File: config.mk
export PLATFORM = sky130hd
export DESIGN_NAME = sobel_edge_detect_8bit_flat
export DESIGN_NICKNAME = d
export VERILOG_FILES = /design/src/rtl/sobel_edge_detect_8bit_if.sv /design/src/rtl/sobel_edge_detect_8bit.sv /design/src/flat_wrapper.sv
export SDC_FILE = /design/constraint.sdc
export NUM_CORES = 1
export LEC_CHECK = 0
export BUFFER_PORTS_ARGS = -buffer_cell sky130_fd_sc_hd__clkbuf_2
export CORE_UTILIZATION = 45
export CTS_CLUSTER_DIAMETER = 200
export DETAILED_ROUTE_END_ITERATION = 12
export SYNTH_ARGS = -nofsm -noshare
export SYNTH_HDL_FRONTEND = slang
export SYNTH_SLANG_ARGS = --single-unit
File: constraint.sdc
create_clock -name clk -period 3.9 [get_ports clk]
set_input_delay 0.78 -clock clk [delete_from_list [all_inputs] [get_ports clk]]
set_output_delay 0.78 -clock clk [all_outputs]
set_load 0.005 [all_outputs]
File: src/rtl/sobel_edge_detect_8bit_if.sv
// sobel_edge_detect_8bit_if: 3x3 window stream in, delayed syncs and edge pixel out
interface sobel_edge_detect_8bit_if;
  logic        matrix_frame_vsync;
  logic        matrix_frame_href;
  logic        matrix_frame_clken;
  logic [7:0]  matrix_p11, matrix_p12, matrix_p13;
  logic [7:0]  matrix_p21, matrix_p22, matrix_p23;
  logic [7:0]  matrix_p31, matrix_p32, matrix_p33;
  logic [10:0] edge_threshold;
  logic        post_frame_vsync;
  logic        post_frame_href;
  logic        post_frame_clken;
  logic [7:0]  post_img_bit;
  modport slave (
    input  matrix_frame_vsync, matrix_frame_href, matrix_frame_clken,
    input  matrix_p11, matrix_p12, matrix_p13,
    input  matrix_p21, matrix_p22, matrix_p23,
    input  matrix_p31, matrix_p32, matrix_p33,
    input  edge_threshold,
    output post_frame_vsync, post_frame_href, post_frame_clken, post_img_bit
  );
  modport master (
    output matrix_frame_vsync, matrix_frame_href, matrix_frame_clken,
    output matrix_p11, matrix_p12, matrix_p13,
    output matrix_p21, matrix_p22, matrix_p23,
    output matrix_p31, matrix_p32, matrix_p33,
    output edge_threshold,
    input  post_frame_vsync, post_frame_href, post_frame_clken, post_img_bit
  );
endinterface

File: src/rtl/sobel_edge_detect_8bit.sv
// sobel_edge_detect_8bit: 3-stage Sobel edge detector with border masking.
// Define SOBEL_MAG_OUT_EN to output min(mag,255) instead of a thresholded 0x00/0xFF bit.
module sobel_edge_detect_8bit #(
  parameter int CNT_W = 12
) (
  input logic clk,
  input logic rst,
  sobel_edge_detect_8bit_if.slave io
);
  localparam logic [CNT_W-1:0] CNT_MAX = '1;
  localparam logic [CNT_W-1:0] CNT_TWO = CNT_W'(2);
  logic [CNT_W-1:0] col_cnt, row_cnt;
  logic href_q, vsync_q;
  logic mask0, mask1, mask2;
  logic [2:0] sync1, sync2;
  logic [9:0] gx_p_c, gx_n_c, gy_p_c, gy_n_c;
  logic [9:0] gx_p, gx_n, gy_p, gy_n;
  logic [9:0] abs_gx, abs_gy;
  logic [10:0] mag;
  assign gx_p_c = {2'b0, io.matrix_p13} + {1'b0, io.matrix_p23, 1'b0} + {2'b0, io.matrix_p33};
  assign gx_n_c = {2'b0, io.matrix_p11} + {1'b0, io.matrix_p21, 1'b0} + {2'b0, io.matrix_p31};
  assign gy_p_c = {2'b0, io.matrix_p31} + {1'b0, io.matrix_p32, 1'b0} + {2'b0, io.matrix_p33};
  assign gy_n_c = {2'b0, io.matrix_p11} + {1'b0, io.matrix_p12, 1'b0} + {2'b0, io.matrix_p13};
  // href low means col_cnt is about to clear, so such a pixel is always masked
  assign mask0 = !io.matrix_frame_href || col_cnt < CNT_TWO || row_cnt < CNT_TWO;
  assign mag = {1'b0, abs_gx} + {1'b0, abs_gy};
  always_ff @(posedge clk) begin
    if (rst) begin
      col_cnt <= '0;
      row_cnt <= '0;
      href_q  <= 1'b0;
      vsync_q <= 1'b0;
    end else begin
      href_q  <= io.matrix_frame_href;
      vsync_q <= io.matrix_frame_vsync;
      col_cnt <= !io.matrix_frame_href ? '0 :
                 (io.matrix_frame_clken && col_cnt != CNT_MAX) ? col_cnt + 1'b1 : col_cnt;
      row_cnt <= (io.matrix_frame_vsync && !vsync_q) ? '0 :
                 (href_q && !io.matrix_frame_href && row_cnt != CNT_MAX) ? row_cnt + 1'b1 : row_cnt;
    end
  end
  always_ff @(posedge clk) begin
    if (rst) begin
      {gx_p, gx_n, gy_p, gy_n} <= '0;
      {abs_gx, abs_gy} <= '0;
      {mask1, mask2} <= '0;
      {sync1, sync2} <= '0;
      io.post_frame_vsync <= 1'b0;
      io.post_frame_href  <= 1'b0;
      io.post_frame_clken <= 1'b0;
      io.post_img_bit     <= 8'h00;
    end else begin
      gx_p  <= gx_p_c;
      gx_n  <= gx_n_c;
      gy_p  <= gy_p_c;
      gy_n  <= gy_n_c;
      mask1 <= mask0;
      sync1 <= {io.matrix_frame_vsync, io.matrix_frame_href, io.matrix_frame_clken};
      abs_gx <= (gx_p >= gx_n) ? gx_p - gx_n : gx_n - gx_p;
      abs_gy <= (gy_p >= gy_n) ? gy_p - gy_n : gy_n - gy_p;
      mask2  <= mask1;
      sync2  <= sync1;
      io.post_frame_vsync <= sync2[2];
      io.post_frame_href  <= sync2[1];
      io.post_frame_clken <= sync2[0];
`ifdef SOBEL_MAG_OUT_EN
      io.post_img_bit <= mask2 ? 8'h00 : (mag > 11'd255) ? 8'hFF : mag[7:0];
`else
      io.post_img_bit <= (mask2 || mag <= io.edge_threshold) ? 8'h00 : 8'hFF;
`endif
    end
  end
endmodule

File: src/flat_wrapper.sv
// flat-port wrapper written by rule: the top's interface ports become plain ports
module sobel_edge_detect_8bit_flat 
#(
  parameter int CNT_W = 12
)
  (clk, rst, io_matrix_frame_vsync, io_matrix_frame_href, io_matrix_frame_clken, io_matrix_p11, io_matrix_p12, io_matrix_p13, io_matrix_p21, io_matrix_p22, io_matrix_p23, io_matrix_p31, io_matrix_p32, io_matrix_p33, io_edge_threshold, io_post_frame_vsync, io_post_frame_href, io_post_frame_clken, io_post_img_bit);
  sobel_edge_detect_8bit_if io_i ();
  input logic clk;
  input logic rst;
  input wire logic [$bits(io_i.matrix_frame_vsync)-1:0] io_matrix_frame_vsync;
  input wire logic [$bits(io_i.matrix_frame_href)-1:0] io_matrix_frame_href;
  input wire logic [$bits(io_i.matrix_frame_clken)-1:0] io_matrix_frame_clken;
  input wire logic [$bits(io_i.matrix_p11)-1:0] io_matrix_p11;
  input wire logic [$bits(io_i.matrix_p12)-1:0] io_matrix_p12;
  input wire logic [$bits(io_i.matrix_p13)-1:0] io_matrix_p13;
  input wire logic [$bits(io_i.matrix_p21)-1:0] io_matrix_p21;
  input wire logic [$bits(io_i.matrix_p22)-1:0] io_matrix_p22;
  input wire logic [$bits(io_i.matrix_p23)-1:0] io_matrix_p23;
  input wire logic [$bits(io_i.matrix_p31)-1:0] io_matrix_p31;
  input wire logic [$bits(io_i.matrix_p32)-1:0] io_matrix_p32;
  input wire logic [$bits(io_i.matrix_p33)-1:0] io_matrix_p33;
  input wire logic [$bits(io_i.edge_threshold)-1:0] io_edge_threshold;
  output wire logic [$bits(io_i.post_frame_vsync)-1:0] io_post_frame_vsync;
  output wire logic [$bits(io_i.post_frame_href)-1:0] io_post_frame_href;
  output wire logic [$bits(io_i.post_frame_clken)-1:0] io_post_frame_clken;
  output wire logic [$bits(io_i.post_img_bit)-1:0] io_post_img_bit;
  assign io_i.matrix_frame_vsync = io_matrix_frame_vsync;
  assign io_i.matrix_frame_href = io_matrix_frame_href;
  assign io_i.matrix_frame_clken = io_matrix_frame_clken;
  assign io_i.matrix_p11 = io_matrix_p11;
  assign io_i.matrix_p12 = io_matrix_p12;
  assign io_i.matrix_p13 = io_matrix_p13;
  assign io_i.matrix_p21 = io_matrix_p21;
  assign io_i.matrix_p22 = io_matrix_p22;
  assign io_i.matrix_p23 = io_matrix_p23;
  assign io_i.matrix_p31 = io_matrix_p31;
  assign io_i.matrix_p32 = io_matrix_p32;
  assign io_i.matrix_p33 = io_matrix_p33;
  assign io_i.edge_threshold = io_edge_threshold;
  assign io_post_frame_vsync = io_i.post_frame_vsync;
  assign io_post_frame_href = io_i.post_frame_href;
  assign io_post_frame_clken = io_i.post_frame_clken;
  assign io_post_img_bit = io_i.post_img_bit;
  sobel_edge_detect_8bit #(.CNT_W(CNT_W)) u_core (.clk(clk), .rst(rst), .io(io_i));
endmodule
==> results of run 1 <==
-- worst max path at each step --
stage / to / startpoint / slack (ns)
4_1_cts: u_core.gy_p[9]$_SDFF_PP0_ / io_matrix_p33[1] / 0.94
6_report: u_core.io.post_img_bit[6]$_SDFF_PP0_ / u_core.abs_gy[0]$_SDFF_PP0_ / 0.96
2_1_floorplan: u_core.gy_n[9]$_SDFF_PP0_ / io_matrix_p13[1] / 1.12
3_3_place_gp: u_core.gy_p[9]$_SDFF_PP0_ / io_matrix_p33[1] / 0.64
3_5_place_dp: u_core.gy_p[9]$_SDFF_PP0_ / io_matrix_p33[1] / 0.59
5_1_grt: u_core.io.post_img_bit[6]$_SDFF_PP0_ / u_core.abs_gx[0]$_SDFF_PP0_ / 0.62
-- cell families (layout without fill, tap and decap cells) --
group	count (synthesis)	after routing	share of synthesized area
flip-flops	96	96	0.2649
XOR/XNOR	46	46	0.05554
AO/OA/AOI/OAI	155	155	0.1352
AND/OR/NAND/NOR	251	251	0.1718
adder cells (fa/ha/maj)	134	134	0.2694
multiplexers	26	26	0.03760
buffers and inverters	116	199	0.06554
-- registers in the layout (all words and copies together) (netlist names) --
| name | cells |
|---|---|
| u_core.row_cnt | 12 |
| u_core.mask2 | 1 |
| u_core.abs_gy | 10 |
| u_core.io.post_frame_vsync | 1 |
| u_core.io.post_frame_clken | 1 |
| u_core.gy_n | 10 |
| u_core.mask1 | 1 |
| u_core.sync1 | 3 |
| u_core.col_cnt | 12 |
| u_core.io.post_img_bit | 1 |
| u_core.gx_p | 10 |
| u_core.gx_n | 10 |
| u_core.sync2 | 3 |
| u_core.gy_p | 10 |
| u_core.abs_gx | 10 |
| u_core.io.post_frame_href | 1 |
-- where the power goes --
| group | internal (mW) | total, mW | switching [mW] |
|---|---|---|---|
| sequential | 1.16 | 1.25 | 0.0943 |
| clock | 0.502 | 0.877 | 0.375 |
| combinational | 1.05 | 2.27 | 1.22 |
| total | 2.71 | 4.40 | 1.69 |
-- metrics by stage --
stage | instances | power (mW) | worst slack, ns | cell area [sq um]
floorplan | 824 | 3.051 | 1.125 | 7254
global placement | 1107 | 3.526 | 0.6402 | 7864
detailed placement | 1107 | 3.543 | 0.5879 | 7864
CTS | 1123 | 4.446 | 0.9429 | 8159
global route | 1123 | 4.804 | 0.6206 | 8159
finish | 1123 | 4.399 | 0.9614 | 8159
-- cell type report --
cell class | instances | area, sq um
fillers | 1541 | 7669
repair buffers | 94 | 480.5
well taps | 216 | 270.3
clock buffers | 11 | 232.7
flip-flops and latches | 96 | 1922
inverters | 89 | 334.1
clock inverters | 5 | 62.56
multi-input cells | 612 | 4857
-- metal layers --
layer  global-route usage  up-vias  wire (um)
met5                    0        -          0
met4              0.04844        0        149
met3              0.03160        9        434
met2               0.3211      115       7097
met1               0.2556     2526       7560
li1                     -     2939          -
-- critical path, cell delays in order, from the launching register on --
cell and delay, ns:
sky130_fd_sc_hd__dfxtp_1 0.31, sky130_fd_sc_hd__ha_1 0.16, sky130_fd_sc_hd__inv_1 0.05, sky130_fd_sc_hd__fa_1 0.39, sky130_fd_sc_hd__nor2b_1 0.13, sky130_fd_sc_hd__o21ai_0 0.10, sky130_fd_sc_hd__a21boi_0 0.23, sky130_fd_sc_hd__o21ai_0 0.14
sky130_fd_sc_hd__a22oi_1 0.23, sky130_fd_sc_hd__xor2_1 0.20, sky130_fd_sc_hd__ha_1 0.26, sky130_fd_sc_hd__a21o_1 0.18, sky130_fd_sc_hd__a21o_1 0.17, sky130_fd_sc_hd__a21oi_1 0.17, sky130_fd_sc_hd__a21oi_1 0.08
-- cells in the final DEF (no fill, tap or decap), drive strengths merged, types with 5 or more instances in the layout --
master	n
a211oi	8
mux2i	16
xor2	25
fa	37
nand4	11
clkbuf	101
a21oi	47
nor2	88
o21ai	40
nand3	20
a21boi	7
nor3	22
mux2	10
ha	97
nand2b	9
nor2b	50
inv	91
dfxtp	96
and3	5
xnor2	21
a21o	15
nand2	27
o21a	6
nor4	6
==> metrics.md, run 1 <==
| Metric | Value |
|---|---|
| Run status | `finished, final reports clean` |
| Origin of the worst min-delay path | `u_core.sync2[0]$_SDFF_PP0_` |
| Critical path class | `reg -> reg` |
| # DRC | `0` |
| Number of warnings reported in the yosys synthesis log | `0` |
| Sequential element share of the synthesized area | `0.2649` |
| Initial core utilization | `0.4583` |
| Top_reg_cell synth | `sky130_fd_sc_hd__dfxtp_1` |
| Vias post-DR | `about 5,600` |
| Async set-or-reset flop fraction in the synthesized netlist | `0` |
| Crit Reg-Reg Endpoint | `u_core.io.post_img_bit[6]$_SDFF_PP0_` |
| Antenna fix cells | `0` |
| Setup clock skew after layout | `0.01353 ns` |
| Relative slew slack | `0.4581` |
| Global placement routability congestion | `roughly 0.84` |
| Final TNS setup | `0 ns` |
| Worst hold margin | `0.4392 ns` |
| TritonCTS clock tree | `done` |
| Area of the core | `15,830 sq um` |
| Deepest level of the CTS H-tree | `3` |
| Largest net degree at the start of global routing | `37` |
| Clk buf depth | `2` |
| Worst vdd ir | `0.0002355 V` |
| Hold Path Cell Cnt | `1` |
| Leading cell types by count after synthesis | `sky130_fd_sc_hd__ha_1, sky130_fd_sc_hd__dfxtp_1, sky130_fd_sc_hd__inv_1` |
| Ratio of cells with drive above 1 in the final layout | `0.1279` |
| Unrepaired setup endpoints after global routing | `no` |
| Via count of the first global-routing pass | `between 5,000 and 6,000` |
| Average cell area after synthesis | `8.804 sq um` |
| Number of clock sinks | `96` |
| Detailed Route WL | `15.24 mm` |
| Reg clk slew, reported paths | `0.07 ns` |
| Detailed Route Iter0 Violations | `216` |
| Drt wl/cell | `between 10 and 15 um` |
| Post-synthesis sequential element count | `96` |
| Total half-perimeter wirelength after legalization and detailed placement | `12.79 mm` |
| Lkg Pwr | `3.768 nW` |
| Worst Path Required | `between 4 and 5 ns` |
| Cell accounting for the most synthesized area | `sky130_fd_sc_hd__dfxtp_1` |
| Number of gates resized after cts | `0` |
| Capture endpoint of the worst hold path | `u_core.io.post_frame_clken$_SDFF_PP0_` |
| Worst path arrival time | `~3.2 ns` |
| Number of nets with antenna violations after routing | `0` |
| Number of cell instances on the worst register-to-register path | `14` |
| Die Span X | `129.0 um` |
| Most common cell in the synthesized netlist | `sky130_fd_sc_hd__ha_1` |
| Synth-to-layout area growth | `12.47%` |
| Total power divided by cell area | `539.2 nW/um^2` |
| Clock period minus worst slack | `2.939 ns` |
| Num CTS Buffers | `9` |
| Floorplan die area | `16,630 sq um` |
| Actual transition at the worst max-transition pin | `0.8128 ns` |
| Total global-route track usage | `0.1914` |
| Buffers inserted by post-CTS timing repair | `0` |
| Number of core rows | `46` |
| Clock root buffer | `sky130_fd_sc_hd__clkbuf_16` |
| Source-to-sink clock delay at the later pin of the worst-skew pair | `0.35 ns` |
| Category of the worst setup path capture point | `flop` |
| Maximum frequency from static timing analysis | `340.3 MHz` |
| CP max FO | `2` |
| Global-route wire length before repair | `24.81 mm` |
| Number of max-cap violations | `0` |
| Worst hold path class | `reg -> reg` |
| Slack of the worst reg-to-reg path | `0.96 ns` |
| Initial antenna violation count | `0` |
| Final count of negative-setup-slack endpoints | `0` |
| Reg-to-reg critical path startpoint | `u_core.abs_gy[0]$_SDFF_PP0_` |
| Number of standard cells after synthesis | `824` |
| Post-synthesis instance area | `7254 sq um` |
| Distinct cells, synth | `56` |
| First-pass iteration count of the detailed router | `5` |
| Total I/O pin count | `99` |
| Remaining global-route overflow | `0` |
| Most area-consuming cells after synthesis | `sky130_fd_sc_hd__dfxtp_1, sky130_fd_sc_hd__ha_1, sky130_fd_sc_hd__fa_1, sky130_fd_sc_hd__inv_1, sky130_fd_sc_hd__nor2_1` |
| Fin crit share | `0.7535` |
| Hold-fix buffers, CTS | `0` |
| Synth Net Count | `1,046` |
| Nets | `1,124` |
| Utilization after layout | `0.5155` |
| Count of endpoints failing hold in the final timing report | `0` |
| Vertical die dimension | `~130 um` |
| Input/output buffers | `90` |
| Startpoint class of the critical path | `flop` |
| Number of enable flip-flop cells after synthesis | `0` |
| Vias per cell | `about 5.0` |
| Final Max Slew Viols | `0` |
| Top-area cell type share of the netlist area | `0.2649` |
No activity file was read; power rests on OpenSTA's default activity.
==> inputs of run 2 (changes only) <==
--- a/config.mk
+++ b/config.mk
@@ -9,6 +9,7 @@
 export CORE_UTILIZATION = 45
 export CTS_CLUSTER_DIAMETER = 200
 export DETAILED_ROUTE_END_ITERATION = 12
+export PLACE_DENSITY = 0.67
 export SYNTH_ARGS = -nofsm -noshare
 export SYNTH_HDL_FRONTEND = slang
 export SYNTH_SLANG_ARGS = --single-unit
==> constraint.sdc (replaced) <==
create_clock -name clk -period 2.48 [get_ports clk]
set_input_delay 0.496 -clock clk [delete_from_list [all_inputs] [get_ports clk]]
set_output_delay 0.496 -clock clk [all_outputs]
set_load 0.005 [all_outputs]
==> run 2 against run 1 <==
The run now ends with setup timing left. Worst hold slack got worse by 0.065 ns. Utilization rose by 3.0 points. Flip-flop and latch count did not move. Largest cell class unchanged. Highest routed layer unchanged.
==> metrics.md, run 2 (synthesis results as in run 1) <==
| Metric | Value |
|---|---|
| Run status | `finished, violations left` |
| Violations in the final reports | `setup timing` |
| Global placement routability congestion | `0.8475 (+0.81%)` |
| Global-route wire length before repair | `24.59 mm (-0.86%)` |
| Combined buffer and inverter count along the critical path | `1 (unchanged)` |
| Source-to-sink clock delay at the later pin of the worst-skew pair | `0.34 ns (about the same)` |
| Max stage delay cell, worst path | `sky130_fd_sc_hd__dfxtp_2` |
| Post-detailed-placement cell area | `8147 sq um (+3.6%)` |
| Final count of negative-setup-slack endpoints | `1 (+1)` |
| Number of core rows | `46 (unchanged)` |
| TritonCTS clock tree | `done` |
| Hold Path Cell Cnt | `2 (+1)` |
| Clock period minus worst slack | `2.562 ns (-0.3764 ns)` |
| Total global-route track usage | `0.1868 (-0.004535)` |
| Reg clk slew, reported paths | `0.07 ns (about the same)` |
| Number of max-cap violations | `0 (unchanged)` |
| Cell family with the largest share of critical-path delay | `compound AO/OA/AOI/OAI gates` |
| Worst hold margin | `0.3740 ns (-0.06517 ns)` |
| Initial antenna violation count | `0 (unchanged)` |
| Total power divided by cell area | `866.4 nW/um^2 (+61%)` |
| Drt wl/cell | `13.03 um (-4.0%)` |
| Final TNS setup | `-0.08221 ns (-0.08221 ns)` |
| Cell-by-cell listing of the critical path | `ha_4, inv_2, fa_2, nor2b_2, o21ai_2, a21boi_2, o21ai_2, a22oi_2, xor2_1, ha_1, a21o_1, a21o_1, a21oi_2, a21oi_1` |
| Detailed Route WL | `15.16 mm (-0.52%)` |
| Nets | `1,166 (+3.7%)` |
| Post-route non-filler standard cell count | `1,164 (+3.7%)` |
| Startpoint class of the critical path | `flop` |
| Placed Cells | `1,144 (+3.3%)` |
| Lkg Pwr | `4.009 nW (+6.4%)` |
| Antenna fix cells | `0 (unchanged)` |
| Vertical die dimension | `129.0 um (unchanged)` |
| Post-route cell area | `8638 sq um (+5.9%)` |
| Number of clock sinks | `96 (unchanged)` |
| Clk buf depth | `2 (unchanged)` |
| Vias post-DR | `5,832 (+4.3%)` |
| Total I/O pin count | `99 (unchanged)` |
| Worst Path Required | `2.71 ns (-1.42 ns)` |
| CP max FO | `2 (unchanged)` |
| Synth-to-layout area growth | `19.08%` |
| Clock root buffer | `sky130_fd_sc_hd__clkbuf_16` |
| Total power of the final layout | `7.484 mW (+70%)` |
| Largest net degree at the start of global routing | `42 (+14%)` |
| Total half-perimeter wirelength after legalization and detailed placement | `12.53 mm (-2.0%)` |
| Actual transition at the worst max-transition pin | `0.6249 ns (-0.1878 ns)` |
| Stages on worst setup path | `14 (unchanged)` |
| Critical path class | `reg -> reg` |
| Relative slew slack | `0.5788 (+0.1207)` |
| Via count of the first global-routing pass | `5,366 (+2.2%)` |
| Number of cell instances on the worst register-to-register path | `14 (unchanged)` |
| Area of the core | `15,830 sq um (unchanged)` |
| Count of endpoints failing hold in the final timing report | `0 (unchanged)` |
| Deepest level of the CTS H-tree | `3 (unchanged)` |
| Fin crit share | `1.033 (+0.2797)` |
| Num CTS Buffers | `9 (unchanged)` |
| Most common library cell in the layout ignoring fill and taps | `sky130_fd_sc_hd__ha_1` |
| Worst-case setup margin in the final layout | `-0.08221 ns (-1.044 ns)` |
| Utilization after layout | `0.5458 (+0.03028)` |
| Number of nets with antenna violations after routing | `0 (unchanged)` |
| Remaining global-route overflow | `0 (unchanged)` |
| Vias per cell | `5.010 (+0.67%)` |
| Commonest non-fill, non-tap cells in the layout | `sky130_fd_sc_hd__ha_1, sky130_fd_sc_hd__dfxtp_1, sky130_fd_sc_hd__clkbuf_2` |
| First-pass iteration count of the detailed router | `5 (unchanged)` |
| Ratio of cells with drive above 1 in the final layout | `0.1973 (+0.06936)` |
| Worst hold path class | `in -> reg` |
| Unrepaired setup endpoints after global routing | `yes` |
| Layout filler cell count | `1,456 (-5.5%)` |
| Die Span X | `129.0 um (unchanged)` |
| Detailed Route Iter0 Violations | `271 (+25%)` |
| Setup clock skew after layout | `0.01343 ns (-0.0001022 ns)` |
| Category of the worst setup path capture point | `flop` |
| Floorplan die area | `16,630 sq um (unchanged)` |
| Input/output buffers | `90 (unchanged)` |
| Initial core utilization | `0.4583 (unchanged)` |
| Worst path arrival time | `2.80 ns (-0.37 ns)` |
| CP peak stage delay | `0.34 ns (-0.05 ns)` |
| Maximum frequency from static timing analysis | `390.3 MHz (+15%)` |
| # DRC | `0 (unchanged)` |
| Final Max Slew Viols | `0 (unchanged)` |
| Worst vdd ir | `0.0004353 V (+85%)` |
| Post-placement setup slack | `-0.3220 ns (-0.9099 ns)` |
| Hold-fix buffers, CTS | `0 (unchanged)` |
| Largest registers | `u_core.col_cnt (12), u_core.row_cnt (12)` |
[run 2: changes by cell type in the layout (fill, tap and decap cells not counted), moves of 3 or more]
| cell | delta |
|---|---|
| sky130_fd_sc_hd__mux2i_2 | +4 |
| sky130_fd_sc_hd__a21boi_0 | -4 |
| sky130_fd_sc_hd__o21ai_0 | -6 |
| sky130_fd_sc_hd__mux2i_1 | -4 |
| sky130_fd_sc_hd__o21ai_2 | +4 |
| sky130_fd_sc_hd__buf_4 | +41 |
| sky130_fd_sc_hd__dfxtp_1 | -3 |
| sky130_fd_sc_hd__dfxtp_2 | +3 |
| sky130_fd_sc_hd__a21boi_2 | +4 |
[run 2: area by class of cell]
type,count,area [sq um],share of cell area
Sequential cell,96,1926,0.2229
Multi-Input combinational cell,612,4982,0.5768
Clock inverter,5,87.58,0.01014
Tap cell,216,270.3,0.03129
Inverter,89,334.1,0.03867
Clock buffer,10,239.0,0.02767
Timing Repair Buffer,136,799.5,0.09256
[run 2: worst paths after layout]
| check | from | to | slack [ns] |
|---|---|---|---|
| max | u_core.abs_gx[0]$_SDFF_PP0_ | u_core.io.post_img_bit[6]$_SDFF_PP0_ | -0.08 |
| min reg2reg | u_core.sync1[0]$_SDFF_PP0_ | u_core.sync2[0]$_SDFF_PP0_ | 0.44 |
| max reg2reg | u_core.abs_gx[0]$_SDFF_PP0_ | u_core.io.post_img_bit[6]$_SDFF_PP0_ | -0.08 |
| min | io_matrix_frame_vsync | u_core.sync1[2]$_SDFF_PP0_ | 0.37 |
[run 2: worst register-to-register path, delay by kind of cell, from the launching register on]
| kind | cells | cell delay (ns) |
|---|---|---|
| flops | 1 | 0.34 |
| fa+ha+maj | 3 | 0.73 |
| xor+xnor | 1 | 0.17 |
| simple gates | 1 | 0.14 |
| compound gates | 8 | 1.04 |
| buf+inv | 1 | 0.03 |
[run 2: metal layers]
metal / track usage / part of all wire
met5: 0 / 0
met4: 0.05813 / 0.013
met3: 0.02328 / 0.035
met2: 0.3037 / 0.46
met1: 0.2585 / 0.49
[run 2: where the power goes]
part / total, mW / internal (mW) / switching, mW
Clock: 1.50 / 0.916 / 0.589
Sequential: 1.97 / 1.82 / 0.150
Combinational: 4.01 / 1.95 / 2.06
Total: 7.48 / 4.69 / 2.79
[run 2: repair_timing]
action | in CTS | in global routing
pin swaps | 9 | 14
endpoints found under the hold margin | 0 | 0
gates resized for setup | 4 | 29
setup buffers | 1 | 4
endpoints found under the setup margin | 4 | 20
